$ cat config.mk
export PLATFORM = sky130hd
export DESIGN_NAME = strassen_seq
export DESIGN_NICKNAME = d
export VERILOG_FILES = /design/src/rtl/strassen_seq.sv
export SDC_FILE = /design/constraint.sdc
export NUM_CORES = 1
export LEC_CHECK = 0
export ABC_AREA = 1
export BUFFER_PORTS_ARGS = -buffer_cell sky130_fd_sc_hd__buf_4
export CORE_MARGIN = 2
export CORE_UTILIZATION = 49
export CTS_CLUSTER_DIAMETER = 200
export CTS_CLUSTER_SIZE = 12
export DETAILED_ROUTE_END_ITERATION = 12
export PLACE_DENSITY = 0.85
export SETUP_SLACK_MARGIN = 0.05
export SLEW_MARGIN = 20
export SYNTH_ARGS = -nofsm -noshare
export SYNTH_HDL_FRONTEND = slang
export SYNTH_SLANG_ARGS = --single-unit
$ cat constraint.sdc
create_clock -name clk -period 3.1 [get_ports clk]
set_input_delay 0.31 -clock clk [delete_from_list [all_inputs] [get_ports clk]]
set_output_delay 0.31 -clock clk [all_outputs]
set_load 0.02 [all_outputs]
$ cat src/rtl/strassen_seq.sv
// Batch sequencer for the Strassen / naive 2x2-block tile multiply datapath.
// Moore-decoded lane opcodes and enables, tile read strobe and dual write ports, with stall.
module strassen_seq #(
    parameter int unsigned N_ALU  = 10,
    parameter int unsigned OP_W   = 3,
    parameter int unsigned TILE_W = 6
) (
    input  logic                  clk,
    input  logic                  rst_n,
    input  logic                  start,
    input  logic                  mode,
    input  logic [TILE_W-1:0]     num_tiles,
    input  logic                  stall,
    output logic                  busy,
    output logic                  done,
    output logic [N_ALU*OP_W-1:0] alu_op,
    output logic [N_ALU-1:0]      alu_en,
    output logic [1:0]            src_sel,
    output logic                  rd_en,
    output logic [TILE_W-1:0]     rd_addr,
    output logic                  mem_we,
    output logic [TILE_W+1:0]     wr_addr0,
    output logic [TILE_W+1:0]     wr_addr1
);
    localparam int unsigned NLanes = 10;
    localparam logic [OP_W-1:0] OpAdd  = OP_W'(0);
    localparam logic [OP_W-1:0] OpSub  = OP_W'(1);
    localparam logic [OP_W-1:0] OpMult = OP_W'(2);

    typedef enum logic [2:0] {
        StIdle, StLoad, StPre, StMul, StPost1, StPost2, StDone
    } state_e;

    state_e            state_q, state_d;
    logic [TILE_W-1:0] tile_q, tile_d;
    logic [TILE_W-1:0] ntiles_q, ntiles_d;
    logic              mode_q, mode_d;

    always_ff @(posedge clk) begin
        if (!rst_n) begin
            state_q  <= StIdle;
            tile_q   <= '0;
            ntiles_q <= '0;
            mode_q   <= 1'b0;
        end else begin
            state_q  <= state_d;
            tile_q   <= tile_d;
            ntiles_q <= ntiles_d;
            mode_q   <= mode_d;
        end
    end

    always_comb begin
        state_d  = state_q;
        tile_d   = tile_q;
        ntiles_d = ntiles_q;
        mode_d   = mode_q;
        if (state_q == StIdle) begin
            if (start) begin
                mode_d   = mode;
                ntiles_d = num_tiles;
                tile_d   = '0;
                state_d  = (num_tiles == '0) ? StDone : StLoad;
            end
        end else if (!stall) begin
            unique case (state_q)
                StLoad:  state_d = mode_q ? StMul : StPre;
                StPre:   state_d = StMul;
                StMul:   state_d = StPost1;
                StPost1: state_d = StPost2;
                StPost2: begin
                    // ntiles_q is non-zero here, so the last index never wraps
                    if (tile_q == ntiles_q - TILE_W'(1)) begin
                        state_d = StDone;
                    end else begin
                        tile_d  = tile_q + TILE_W'(1);
                        state_d = StLoad;
                    end
                end
                StDone:  state_d = StIdle;
                default: state_d = StIdle;
            endcase
        end
    end

    logic [NLanes-1:0]           en10;
    logic [NLanes-1:0][OP_W-1:0] op10;

    always_comb begin
        en10 = '0;
        for (int i = 0; i < NLanes; i++) op10[i] = OpAdd;
        busy     = (state_q != StIdle);
        done     = 1'b0;
        src_sel  = 2'd0;
        rd_en    = 1'b0;
        mem_we   = 1'b0;
        rd_addr  = busy ? tile_q : '0;
        wr_addr0 = '0;
        wr_addr1 = '0;
        unique case (state_q)
            StIdle: ;
            StLoad: rd_en = 1'b1;
            StPre: begin
                en10    = '1;
                op10[0] = OpSub;
                op10[3] = OpSub;
                op10[6] = OpSub;
                op10[8] = OpSub;
            end
            StMul: begin
                if (mode_q) begin
                    en10 = 10'h0ff;
                    for (int i = 0; i < 8; i++) op10[i] = OpMult;
                end else begin
                    src_sel = 2'd1;
                    en10    = 10'h07f;
                    for (int i = 0; i < 7; i++) op10[i] = OpMult;
                end
            end
            StPost1: begin
                src_sel = 2'd2;
                mem_we  = 1'b1;
                if (mode_q) begin
                    en10     = 10'h003;
                    wr_addr0 = {tile_q, 2'd0};
                    wr_addr1 = {tile_q, 2'd1};
                end else begin
                    en10     = 10'h03f;
                    op10[1]  = OpSub;
                    wr_addr0 = {tile_q, 2'd1};
                    wr_addr1 = {tile_q, 2'd2};
                end
            end
            StPost2: begin
                mem_we = 1'b1;
                en10   = 10'h003;
                if (mode_q) begin
                    src_sel  = 2'd2;
                    wr_addr0 = {tile_q, 2'd2};
                    wr_addr1 = {tile_q, 2'd3};
                end else begin
                    src_sel  = 2'd3;
                    op10[1]  = OpSub;
                    wr_addr0 = {tile_q, 2'd0};
                    wr_addr1 = {tile_q, 2'd3};
                end
            end
            StDone: done = 1'b1;
            default: ;
        endcase
        // Stall suppresses strobes only; op, src_sel and addresses stay visible
        if (stall) begin
            rd_en  = 1'b0;
            mem_we = 1'b0;
            en10   = '0;
            done   = 1'b0;
        end
    end

    always_comb begin
        alu_op = '0;
        alu_op[NLanes*OP_W-1:0] = op10;
    end

    assign alu_en = N_ALU'(en10);

endmodule

==> results.yml <==
cells_and_area:
  layout.nets: 308
  finish.instance_area_sq_um: 1856
  areaGrowthSynthToFinish_pct: 19.60
  diodes: 0
  fin_cells: 337
  layout-drive-gt1-share_pct: 27.65
yosys:
  synth_area_sq_um: 1551
  yosysSeqAreaShare_pct: 20.65
  ys_seq_elements: 16
  ys_warn_count: 0
  yosys_most_used_dff: "dfxtp_1"
  syn_area_per_cell_sq_um: 6.132
  synth_cells: 253
  async_reset_ff_share_pct: 0
  synth_edf_count: 0
  synth.distinct_cells: 26
power_and_ir_drop:
  peakVddDrop_mv: 0.3803
  power.share.sequential_pct: 23.1
  pwr-share-comb_pct: 68.3
  clock_power_share_pct: 8.6
  p_sw_uw: 694.7
  powerDensity_nw_per_um2: 685.4
  switching_share_pct: 54.62
  p_leak_nw: 0.9589
  internal_power_uw: 577.2
clock_tree:
  clock-sinks: 16
  root_buffer: "clkbuf_4"
  cts_resized: 0
  htree_num_levels: 1
  cts_hold_buf: 0
  clk_latency_ps: 290
  cts_buffers: 3
  post_cts_buffers: 0
  cts_tree: "done"
  cts.path.max_buffers: 2
  clk_pin_slew_worst_paths_ps: 90
timing:
  hold_viol: 0
  worstMarginPinSlew_ps: 593.0
  clock.fmax_mhz: 445.3
  timing.slew.headroom_pct: 60.10
  finalMaxSlewViolations: 0
  rsz0062_at_grt: "no"
  period_needed_ps: 2246
  period_share_pct: 72.44
  setup_viol: 0
  finalClockSkew_ps: 6.109
  fin_tns_setup_ps: 0
grt:
  grt_pass1_wl_um: 5609
  antenna_found_initial: 0
  grt_max_degree: 21
  overflow: 0
  grt_pass1_vias: 1291
  grt_use_total_pct: 20.56
die:
  rows: 20
  io_pins: 79
  core_sq_um: 3028
  die_area_sq_um: 3632
  start_util_pct: 51.24
  die_w_um: 60.27
  die_h_um: 60.27
place:
  dp_cells: 334
  gp_congestion: 0.9040
  port_buffers: 61
  place_hpwl_um: 2970
  place_area_sq_um: 1833
drt:
  vias_per_cell: 4.855
  via_count: 1636
  drc: 0
  dr.pass1.iters: 4
  wl_per_cell_um: 10.82
  finalWirelength_um: 3646
  final_antenna_net_count: 0
  drt_iter0_drc: 50
setup_path:
  critical_path.endpoint_type: "output port"
  crit_type: "reg -> out"
  arrival_ps: 1940
  reg2reg_slack_ps: 1260
  crit_path_start_kind: "flop"
  cp_max_fo: 6
  required_ps: 2790
outcome:
  status: "complete, no violations"
hold_path:
  min_path_type: "in -> reg"
flow_run:
  maxCapViolCount: 0
## placed cells by master (no fill, tap or decap), types with 2 or more instances in the layout
cell type / netlist / layout
buf_4: 37 / 61
nand2_1: 41 / 41
nor2_1: 39 / 39
inv_1: 30 / 30
nand3_1: 24 / 24
a21oi_1: 18 / 18
conb_1: 1 / 17
dfxtp_1: 16 / 16
o21ai_0: 8 / 8
nand4_1: 8 / 8
inv_2: 6 / 6
xor2_1: 5 / 5
nor2_2: 3 / 3
clkbuf_4: 0 / 3
nor2_4: 2 / 2
nor4_1: 2 / 2
ha_1: 2 / 2
## metal layers
metal	part of all wire, %	global-route usage [%]	vias up
li1	-	-	829
met1	44	26.56	727
met2	46	33.07	70
met3	8.1	3.680	10
met4	2.1	9.206	0
met5	0	0	-
## path summary, 6_finish.rpt
kind                start     endpoint  cells past startpoint
max            state_q[2]    alu_en[5]                      7
min          num_tiles[5]  ntiles_q[5]                      3
max reg2reg    state_q[0]   state_q[1]                     10
min reg2reg   ntiles_q[5]  ntiles_q[5]                      2
## cell families after synthesis
kind of cell,share of synthesized area (%)
and+or+nand+nor,37.18
buffers and inverters,27.74
AOI/OAI and AO/OA,9.758
DFF,20.65
xor gates and xnor gates,2.822
adders and majority gates,1.613
other,0.2417
## power by group through the flow
stage | clock network [mW] | registers [mW] | logic, mW
2_1_floorplan | 0 | 0.287 | 0.708
3_3_place_gp | 0 | 0.295 | 0.853
3_5_place_dp | 0 | 0.297 | 0.864
4_1_cts | 0.113 | 0.292 | 0.867
5_1_grt | 0.124 | 0.299 | 0.969
6_report | 0.110 | 0.293 | 0.869
## critical path, stage by stage (launching register included)
cell and delay, ps:
dfxtp_1 540, inv_1 190, nor2_1 170, inv_1 90
nor2_1 130, inv_1 80, a21oi_1 250, buf_4 200
## synth_stat cells, types with 2 or more instances
cell type | count | area share, %
a21oi_1 | 18 | 5.8
buf_2 | 2 | 0.65
buf_4 | 37 | 18
dfxtp_1 | 16 | 21
ha_1 | 2 | 1.6
inv_1 | 30 | 7.3
inv_2 | 6 | 1.5
nand2_1 | 41 | 9.9
nand3_1 | 24 | 7.7
nand4_1 | 8 | 3.2
nor2_1 | 39 | 9.4
nor2_2 | 3 | 1.2
nor2_4 | 2 | 1.5
nor4_1 | 2 | 0.81
o21ai_0 | 8 | 2.6
xor2_1 | 5 | 2.8
## flip-flops by register name, indices dropped and copies added (netlist names)
name and flops:
mode_q 1, ntiles_q 6, state_q 3, tile_q 6
## through the flow
stage	setup slack (ps)	power, mW	hold WS, ps	utilization (%)
2_1_floorplan	801.8	0.9950	448.4	-
3_3_place_gp	1282	1.148	465.7	60.54
3_5_place_dp	1215	1.161	469.7	60.54
4_1_cts	882.1	1.273	297.4	61.28
5_1_grt	607.5	1.391	312.6	61.28
6_report	854.3	1.272	307.0	61.28
## layout make-up
| cell class | instances | area, sq um |
|---|---|---|
| inverter | 37 | 138.9 |
| timing repair buffer | 61 | 457.9 |
| clock buffer | 3 | 22.52 |
| tap | 44 | 55.05 |
| sequential | 16 | 320.3 |
| fill | 296 | 1172 |
| multi-input combinational | 176 | 860.8 |
No activity file was read; power rests on OpenSTA's default activity.
